===== src/rtl/pipe_controller_if.sv =====
// pipe_controller_if: decode inputs, hazard flush and staged control outputs of the pipeline controller.
interface pipe_controller_if #(
    parameter int ALUCTRL_W = 3
);
    logic [5:0]           opcodeD;
    logic [5:0]           functD;
    logic                 flushE;
    logic                 branchD;
    logic                 jumpD;
    logic                 illegalD;
    logic                 muldiv_stall;
    logic                 regwriteE;
    logic                 memtoregE;
    logic                 memwriteE;
    logic                 alusrcE;
    logic                 regdstE;
    logic [ALUCTRL_W-1:0] alucontrolE;
    logic                 muldivE;
    logic                 regwriteM;
    logic                 memtoregM;
    logic                 memwriteM;
    logic                 regwriteW;
    logic                 memtoregW;
    modport master (
        output opcodeD, functD, flushE,
        input  branchD, jumpD, illegalD, muldiv_stall,
        input  regwriteE, memtoregE, memwriteE, alusrcE, regdstE, alucontrolE, muldivE,
        input  regwriteM, memtoregM, memwriteM, regwriteW, memtoregW
    );
    modport slave (
        input  opcodeD, functD, flushE,
        output branchD, jumpD, illegalD, muldiv_stall,
        output regwriteE, memtoregE, memwriteE, alusrcE, regdstE, alucontrolE, muldivE,
        output regwriteM, memtoregM, memwriteM, regwriteW, memtoregW
    );
endinterface


===== src/rtl/pipe_controller.sv =====
// pipe_controller: MIPS control decode with ID/EX, EX/MEM, MEM/WB control staging and a mul/div stall sequencer.
module pipe_controller #(
    parameter int ALUCTRL_W     = 3,
    parameter int MULDIV_EN     = 1,
    parameter int MULDIV_CYCLES = 4
) (
    input logic        clk,
    input logic        reset,
    pipe_controller_if.slave bus
);
    localparam int CNT_W = MULDIV_CYCLES > 2 ? $clog2(MULDIV_CYCLES) : 1;
    localparam logic [CNT_W-1:0] CNT_LOAD = CNT_W'(MULDIV_CYCLES > 1 ? MULDIV_CYCLES - 2 : 0);
    typedef enum logic {IDLE, BUSY} state_t;
    typedef struct packed {
        logic                 rw;
        logic                 m2r;
        logic                 mw;
        logic                 src;
        logic                 dst;
        logic [ALUCTRL_W-1:0] alu;
        logic                 md;
    } ctrl_t;
    ctrl_t            dec_d, e_d, e_q;
    logic [2:0]       m_d, m_q;
    logic [1:0]       w_q;
    state_t           state_q;
    logic [CNT_W-1:0] cnt_q;
    logic             branch, jump, illegal, stall;
    // f = {rw, m2r, mw, src, dst}
    function automatic ctrl_t ctl(input logic [4:0] f, input logic [2:0] alu, input logic md);
        ctrl_t c;
        c = '0;
        {c.rw, c.m2r, c.mw, c.src, c.dst} = f;
        c.alu = ALUCTRL_W'(alu);
        c.md = md;
        return c;
    endfunction
    always_comb begin
        dec_d = '0;
        branch = 1'b0;
        jump = 1'b0;
        illegal = 1'b0;
        case (bus.opcodeD)
            6'b000000: case (bus.functD)
                6'h20:   dec_d = ctl(5'b10001, 3'b010, 1'b0);
                6'h22:   dec_d = ctl(5'b10001, 3'b110, 1'b0);
                6'h24:   dec_d = ctl(5'b10001, 3'b000, 1'b0);
                6'h25:   dec_d = ctl(5'b10001, 3'b001, 1'b0);
                6'h2A:   dec_d = ctl(5'b10001, 3'b111, 1'b0);
                6'h18, 6'h19, 6'h1A, 6'h1B: begin
                    dec_d = MULDIV_EN != 0 ? ctl(5'b00000, 3'b000, 1'b1) : '0;
                    illegal = MULDIV_EN == 0;
                end
                default: illegal = 1'b1;
            endcase
            6'b100011: dec_d = ctl(5'b11010, 3'b010, 1'b0);
            6'b101011: dec_d = ctl(5'b00110, 3'b010, 1'b0);
            6'b000100: begin
                dec_d = ctl(5'b00000, 3'b110, 1'b0);
                branch = 1'b1;
            end
            6'b001000: dec_d = ctl(5'b10010, 3'b010, 1'b0);
            6'b001100: dec_d = ctl(5'b10010, 3'b000, 1'b0);
            6'b001101: dec_d = ctl(5'b10010, 3'b001, 1'b0);
            6'b001010: dec_d = ctl(5'b10010, 3'b111, 1'b0);
            6'b000010: jump = 1'b1;
            default:   illegal = 1'b1;
        endcase
    end
    // stall drops in the op's last Execute cycle so ID/EX reloads at that edge
    assign stall = (MULDIV_EN != 0) && e_q.md && (state_q == IDLE ? (MULDIV_CYCLES > 1) : (cnt_q != '0));
    assign e_d   = stall ? e_q : bus.flushE ? '0 : dec_d;
    assign m_d   = stall ? 3'b000 : {e_q.rw, e_q.m2r, e_q.mw};
    always_ff @(posedge clk or negedge reset) begin
        if (!reset) begin
            e_q     <= '0;
            m_q     <= '0;
            w_q     <= '0;
            state_q <= IDLE;
            cnt_q   <= '0;
        end else begin
            e_q <= e_d;
            m_q <= m_d;
            w_q <= m_q[2:1];
            if (MULDIV_EN == 0) begin
                state_q <= IDLE;
            end else begin
                case (state_q)
                    IDLE: if (e_q.md && MULDIV_CYCLES > 1) begin
                        state_q <= BUSY;
                        cnt_q   <= CNT_LOAD;
                    end
                    BUSY: if (cnt_q != '0) cnt_q <= cnt_q - CNT_W'(1);
                          else state_q <= IDLE;
                    default: state_q <= IDLE;
                endcase
            end
        end
    end
    assign bus.branchD      = branch;
    assign bus.jumpD        = jump;
    assign bus.illegalD     = illegal;
    assign bus.muldiv_stall = stall;
    assign bus.regwriteE    = e_q.rw;
    assign bus.memtoregE    = e_q.m2r;
    assign bus.memwriteE    = e_q.mw;
    assign bus.alusrcE      = e_q.src;
    assign bus.regdstE      = e_q.dst;
    assign bus.alucontrolE  = e_q.alu;
    assign bus.muldivE      = e_q.md;
    assign bus.regwriteM    = m_q[2];
    assign bus.memtoregM    = m_q[1];
    assign bus.memwriteM    = m_q[0];
    assign bus.regwriteW    = w_q[1];
    assign bus.memtoregW    = w_q[0];
endmodule


===== src/flat_wrapper.sv =====
// flat-port wrapper written by rule: the top's interface ports become plain ports
module pipe_controller_flat 
#(
    parameter int ALUCTRL_W     = 3,
    parameter int MULDIV_EN     = 1,
    parameter int MULDIV_CYCLES = 4
)
  (clk, reset, bus_opcodeD, bus_functD, bus_flushE, bus_branchD, bus_jumpD, bus_illegalD, bus_muldiv_stall, bus_regwriteE, bus_memtoregE, bus_memwriteE, bus_alusrcE, bus_regdstE, bus_alucontrolE, bus_muldivE, bus_regwriteM, bus_memtoregM, bus_memwriteM, bus_regwriteW, bus_memtoregW);
  pipe_controller_if #(.ALUCTRL_W(ALUCTRL_W)) bus_i ();
  input logic clk;
  input logic reset;
  input wire logic [$bits(bus_i.opcodeD)-1:0] bus_opcodeD;
  input wire logic [$bits(bus_i.functD)-1:0] bus_functD;
  input wire logic [$bits(bus_i.flushE)-1:0] bus_flushE;
  output wire logic [$bits(bus_i.branchD)-1:0] bus_branchD;
  output wire logic [$bits(bus_i.jumpD)-1:0] bus_jumpD;
  output wire logic [$bits(bus_i.illegalD)-1:0] bus_illegalD;
  output wire logic [$bits(bus_i.muldiv_stall)-1:0] bus_muldiv_stall;
  output wire logic [$bits(bus_i.regwriteE)-1:0] bus_regwriteE;
  output wire logic [$bits(bus_i.memtoregE)-1:0] bus_memtoregE;
  output wire logic [$bits(bus_i.memwriteE)-1:0] bus_memwriteE;
  output wire logic [$bits(bus_i.alusrcE)-1:0] bus_alusrcE;
  output wire logic [$bits(bus_i.regdstE)-1:0] bus_regdstE;
  output wire logic [$bits(bus_i.alucontrolE)-1:0] bus_alucontrolE;
  output wire logic [$bits(bus_i.muldivE)-1:0] bus_muldivE;
  output wire logic [$bits(bus_i.regwriteM)-1:0] bus_regwriteM;
  output wire logic [$bits(bus_i.memtoregM)-1:0] bus_memtoregM;
  output wire logic [$bits(bus_i.memwriteM)-1:0] bus_memwriteM;
  output wire logic [$bits(bus_i.regwriteW)-1:0] bus_regwriteW;
  output wire logic [$bits(bus_i.memtoregW)-1:0] bus_memtoregW;
  assign bus_i.opcodeD = bus_opcodeD;
  assign bus_i.functD = bus_functD;
  assign bus_i.flushE = bus_flushE;
  assign bus_branchD = bus_i.branchD;
  assign bus_jumpD = bus_i.jumpD;
  assign bus_illegalD = bus_i.illegalD;
  assign bus_muldiv_stall = bus_i.muldiv_stall;
  assign bus_regwriteE = bus_i.regwriteE;
  assign bus_memtoregE = bus_i.memtoregE;
  assign bus_memwriteE = bus_i.memwriteE;
  assign bus_alusrcE = bus_i.alusrcE;
  assign bus_regdstE = bus_i.regdstE;
  assign bus_alucontrolE = bus_i.alucontrolE;
  assign bus_muldivE = bus_i.muldivE;
  assign bus_regwriteM = bus_i.regwriteM;
  assign bus_memtoregM = bus_i.memtoregM;
  assign bus_memwriteM = bus_i.memwriteM;
  assign bus_regwriteW = bus_i.regwriteW;
  assign bus_memtoregW = bus_i.memtoregW;
  pipe_controller #(.ALUCTRL_W(ALUCTRL_W), .MULDIV_EN(MULDIV_EN), .MULDIV_CYCLES(MULDIV_CYCLES)) u_core (.clk(clk), .reset(reset), .bus(bus_i));
endmodule

===== config.mk =====
export PLATFORM = sky130hd
export DESIGN_NAME = pipe_controller_flat
export DESIGN_NICKNAME = d
export VERILOG_FILES = /design/src/rtl/pipe_controller_if.sv /design/src/rtl/pipe_controller.sv /design/src/flat_wrapper.sv
export SDC_FILE = /design/constraint.sdc
export NUM_CORES = 1
export LEC_CHECK = 0
export ABC_AREA = 1
export BUFFER_PORTS_ARGS = -buffer_cell sky130_fd_sc_hd__buf_2
export CAP_MARGIN = 10
export CORE_ASPECT_RATIO = 1.1
export CORE_UTILIZATION = 48
export DETAILED_ROUTE_END_ITERATION = 6
export PLACE_DENSITY = 0.87
export SLEW_MARGIN = 20
export SYNTH_ARGS = -nofsm -noshare
export SYNTH_HDL_FRONTEND = slang
export SYNTH_SLANG_ARGS = --single-unit
export TNS_END_PERCENT = 1

===== constraint.sdc =====
create_clock -name clk -period 1.45 [get_ports clk]
set_input_delay 0.29 -clock clk [delete_from_list [all_inputs] [get_ports clk]]
set_output_delay 0.29 -clock clk [all_outputs]
set_load 0.05 [all_outputs]

==> flow_summary.yaml <==
yosys:
  synth.yosys.warnings: 0
  syn-instance-count: 132
  synth.mux.area_fraction_pct: 0
  compound_gate_portion_of_the_synthesized_area_pct: 4.48
  average_instance_area_after_synthesis_um2: 7.19
  seq_area_frac_synth_pct: 44.8
  post_synth_and_or_nand_nor_area_fraction_pct: 39.4
  synth.distinct_cells: 21
  netlist_area_um2: 950
  combinational_family_with_the_most_area_after_synthesis: "simple AND/OR/NAND/NOR gates"
  mappedNetlistNets: 148
  ys_ff_latch: 17
  post_synth_fa_ha_maj_area_fraction_pct: 1.32
  synth_xor_xnor_area_share_pct: 0
global_routing:
  met2_usage_pct: 47.1
  grt_first_pass_wirelength_um: 4330
  global_routing_met3_resource_utilization_pct: 3.73
  global_route.usage.total_pct: 26.4
  antenna_found_initial: 0
  grt_overflow: 0
  grt_max_degree: 18
  busiest_layer: "met2"
  first_global_vias: 1075
  grtUsageMet1_pct: 29.1
detailed_routing:
  avgViaCountPerCell: 4.95
  drc_violations: 0
  routed_wirelength_um: 2800
  avgRoutedWirePerCell_um: 12.5
  via_count: 1114
  ant_nets: 0
  drt_first_iter_violations: 19
  drtPass1Iterations: 4
final_layout:
  num-nets-final: 215
  antenna_cells: 0
  area.growth.synth_to_final_pct: 64.4
  finalNonFillerCells: 225
  drive_gt1_share_pct: 50.5
  final_util_pct: 85.7
setup_path:
  ff2ff_path_depth: 7
  worst-r2r-setup-slack_ns: 0.10
  critical_path.startpoint_type: "input pin"
  critPathRequiredTime_ns: 1.16
  critical_path.reg2reg.startpoint: "u_core.cnt_q[0]"
  path_class: "in -> out"
  critPathArrivalTime_ns: 1.25
  critical_path.max_fanout: 2
  reg2reg_to: "u_core.bus.memtoregE"
  crit_path_end_kind: "output pin"
clock_network:
  clock-root-buffer: "sky130_fd_sc_hd__clkbuf_4"
  numCtsBuffers: 3
  htree_levels: 1
  tritoncts: "built"
  cts.sinks: 17
  clock_insertion_delay_worst_skew_ns: 0.28
  maximum_buffer_depth_of_the_clock_tree: 2
  clock_pin_transition_on_the_worst_setup_and_hold_timing_paths_ns: 0.09
die:
  boundaryPins: 33
  floorplan.initialDensity_pct: 52.1
  die_outline_area_um2: 2160
  die_width_um: 44.4
  core_area_um2: 1820
  placement_rows: 16
  floorplan.die.height_um: 48.7
place:
  gp_routability_congestion: 0.775
  detailed_place_hpwl_um: 1690
  post_placement_worst_setup_slack_ns: -0.239
  port_buffers: 32
  placedCellCount: 208
timing:
  final.period_utilization_pct: 106
  finalSetupViolations: 4
  final-hold-violation-count: 0
  final_period_minus_worst_setup_slack_ns: 1.54
  fmax_mhz: 649
  layout_setup_ws_ns: -0.0912
  finalClockSkew_ns: 0.00146
  tns_ns: -0.234
  max-slew-margin-rel_pct: 75.5
  timing_max_transition_violations_final: 0
  tightest_slew_ns: 0.367
  grt_setup_unrepaired: "true"
status:
  status: "finished, violations left"
  violations: "negative setup slack"
worst_hold_path:
  worst_hold_path.num_cells: 4
  worstHoldStart: "bus_flushE"
  min_path_type: "in -> reg"
  worst_hold_path.endpoint: "u_core.bus.alucontrolE[1]"
job:
  maxCapViolations: 0
power_and_ir_drop:
  power.density_cell_area_nw_per_um2: 743
  peakVddDrop_uv: 478
  p_leak_uw: 0.000909
  power.total_uw: 1160
## registers in the layout, indices dropped and copies added, names as in the netlist
name,count
u_core.bus.alucontrolE,3
u_core.m_q,3
u_core.cnt_q,2
u_core.w_q,2
u_core.bus.alusrcE,1
u_core.bus.memtoregE,1
u_core.bus.memwriteE,1
u_core.bus.muldivE,1
u_core.bus.regdstE,1
u_core.bus.regwriteE,1
u_core.state_q,1
## layer usage
metal  up-vias  routed length (um)
li1        546                   -
met1       510                1060
met2        48                1540
met3        10                 125
met4         0                  80
met5         -                   0
## worst max path at each step
stage	slack, ns	depth (start not counted)	from	end
final	-0.09	10	bus_opcodeD[4]	bus_illegalD
after global routing	-0.15	10	bus_opcodeD[4]	bus_illegalD
after global placement	-0.17	9	bus_opcodeD[0]	bus_illegalD
after CTS	-0.06	6	u_core.cnt_q[0]	bus_muldiv_stall
after floorplan	-0.09	4	bus_opcodeD[5]	bus_illegalD
after detailed placement	-0.24	9	bus_opcodeD[0]	bus_illegalD
## layout by cell type (no fill, tap or decap), types with 2 or more instances in the layout
cell type,count
sky130_fd_sc_hd__inv_1,16
sky130_fd_sc_hd__buf_6,3
sky130_fd_sc_hd__buf_2,25
sky130_fd_sc_hd__nor2_4,8
sky130_fd_sc_hd__buf_4,32
sky130_fd_sc_hd__inv_2,6
sky130_fd_sc_hd__dfrtp_1,17
sky130_fd_sc_hd__inv_4,2
sky130_fd_sc_hd__nand3b_1,2
sky130_fd_sc_hd__clkbuf_4,3
sky130_fd_sc_hd__o21ai_1,2
sky130_fd_sc_hd__nand2_2,9
sky130_fd_sc_hd__nand3_2,2
sky130_fd_sc_hd__buf_8,2
sky130_fd_sc_hd__nor2_2,3
sky130_fd_sc_hd__nand3_1,11
sky130_fd_sc_hd__nor2_1,11
sky130_fd_sc_hd__nand4_1,2
sky130_fd_sc_hd__nand2_1,31
## area by class of cell
type / instances / area [um^2]
inverters: 24 / 95.1
flip-flops and latches: 17 / 425
clock buffers: 4 / 26.3
multi-input cells: 90 / 542
well taps: 27 / 33.8
repair buffers: 63 / 439
fillers: 113 / 260
## cells by family (layout without fill, tap and decap cells)
| family | after synthesis | in the layout |
|---|---|---|
| AO/OA/AOI/OAI | 7 | 7 |
| adder cells (fa/ha/maj) | 1 | 1 |
| buffers and inverters | 25 | 91 |
| flip-flops | 17 | 17 |
| AND/OR/NAND/NOR | 82 | 82 |
## Yosys cell counts (all sizes together)
library cell / n / area share, %
a22oi: 1 / 0.79
and3: 1 / 0.66
buf: 1 / 0.53
dfrtp: 17 / 45
ha: 1 / 1.3
inv: 24 / 9.5
nand2: 40 / 16
nand3: 14 / 7.9
nand3b: 2 / 1.6
nand4: 2 / 1.3
nor2: 22 / 11
nor3: 1 / 1.1
o21ai: 4 / 2.1
o22ai: 1 / 0.66
o32ai: 1 / 0.92
## timing repair
| action | 4_1_cts | 5_1_grt |
|---|---|---|
| buffers inserted | 8 | 4 |
| endpoints found under the setup margin | 4 | 9 |
| pin swaps | 8 | 9 |
| gates resized for setup | 23 | 19 |
| hold buffers | 1 | 0 |
| hold endpoints to repair | 17 | 0 |
## power breakdown
part | switching [uW] | internal [uW]
clock network | 138 | 107
registers | 21.4 | 517
logic | 219 | 157
total | 379 | 781
## through the flow
step	area (um^2)	hold WS, ns
2_1_floorplan	980	-0.00559
3_3_place_gp	1300	0.213
3_5_place_dp	1300	0.222
4_1_cts	1470	0.341
5_1_grt	1560	0.364
6_report	1560	0.349
## worst max-delay path: stages
cell and delay (ns):
sky130_fd_sc_hd__buf_2 0.12, sky130_fd_sc_hd__inv_2 0.06, sky130_fd_sc_hd__nand2_1 0.06, sky130_fd_sc_hd__nor2_2 0.16, sky130_fd_sc_hd__nand2_2 0.10, sky130_fd_sc_hd__inv_1 0.10
sky130_fd_sc_hd__nor2_4 0.05, sky130_fd_sc_hd__nand2_2 0.09, sky130_fd_sc_hd__o21ai_4 0.06, sky130_fd_sc_hd__buf_6 0.16
Power figures use the tool's default switching activity.
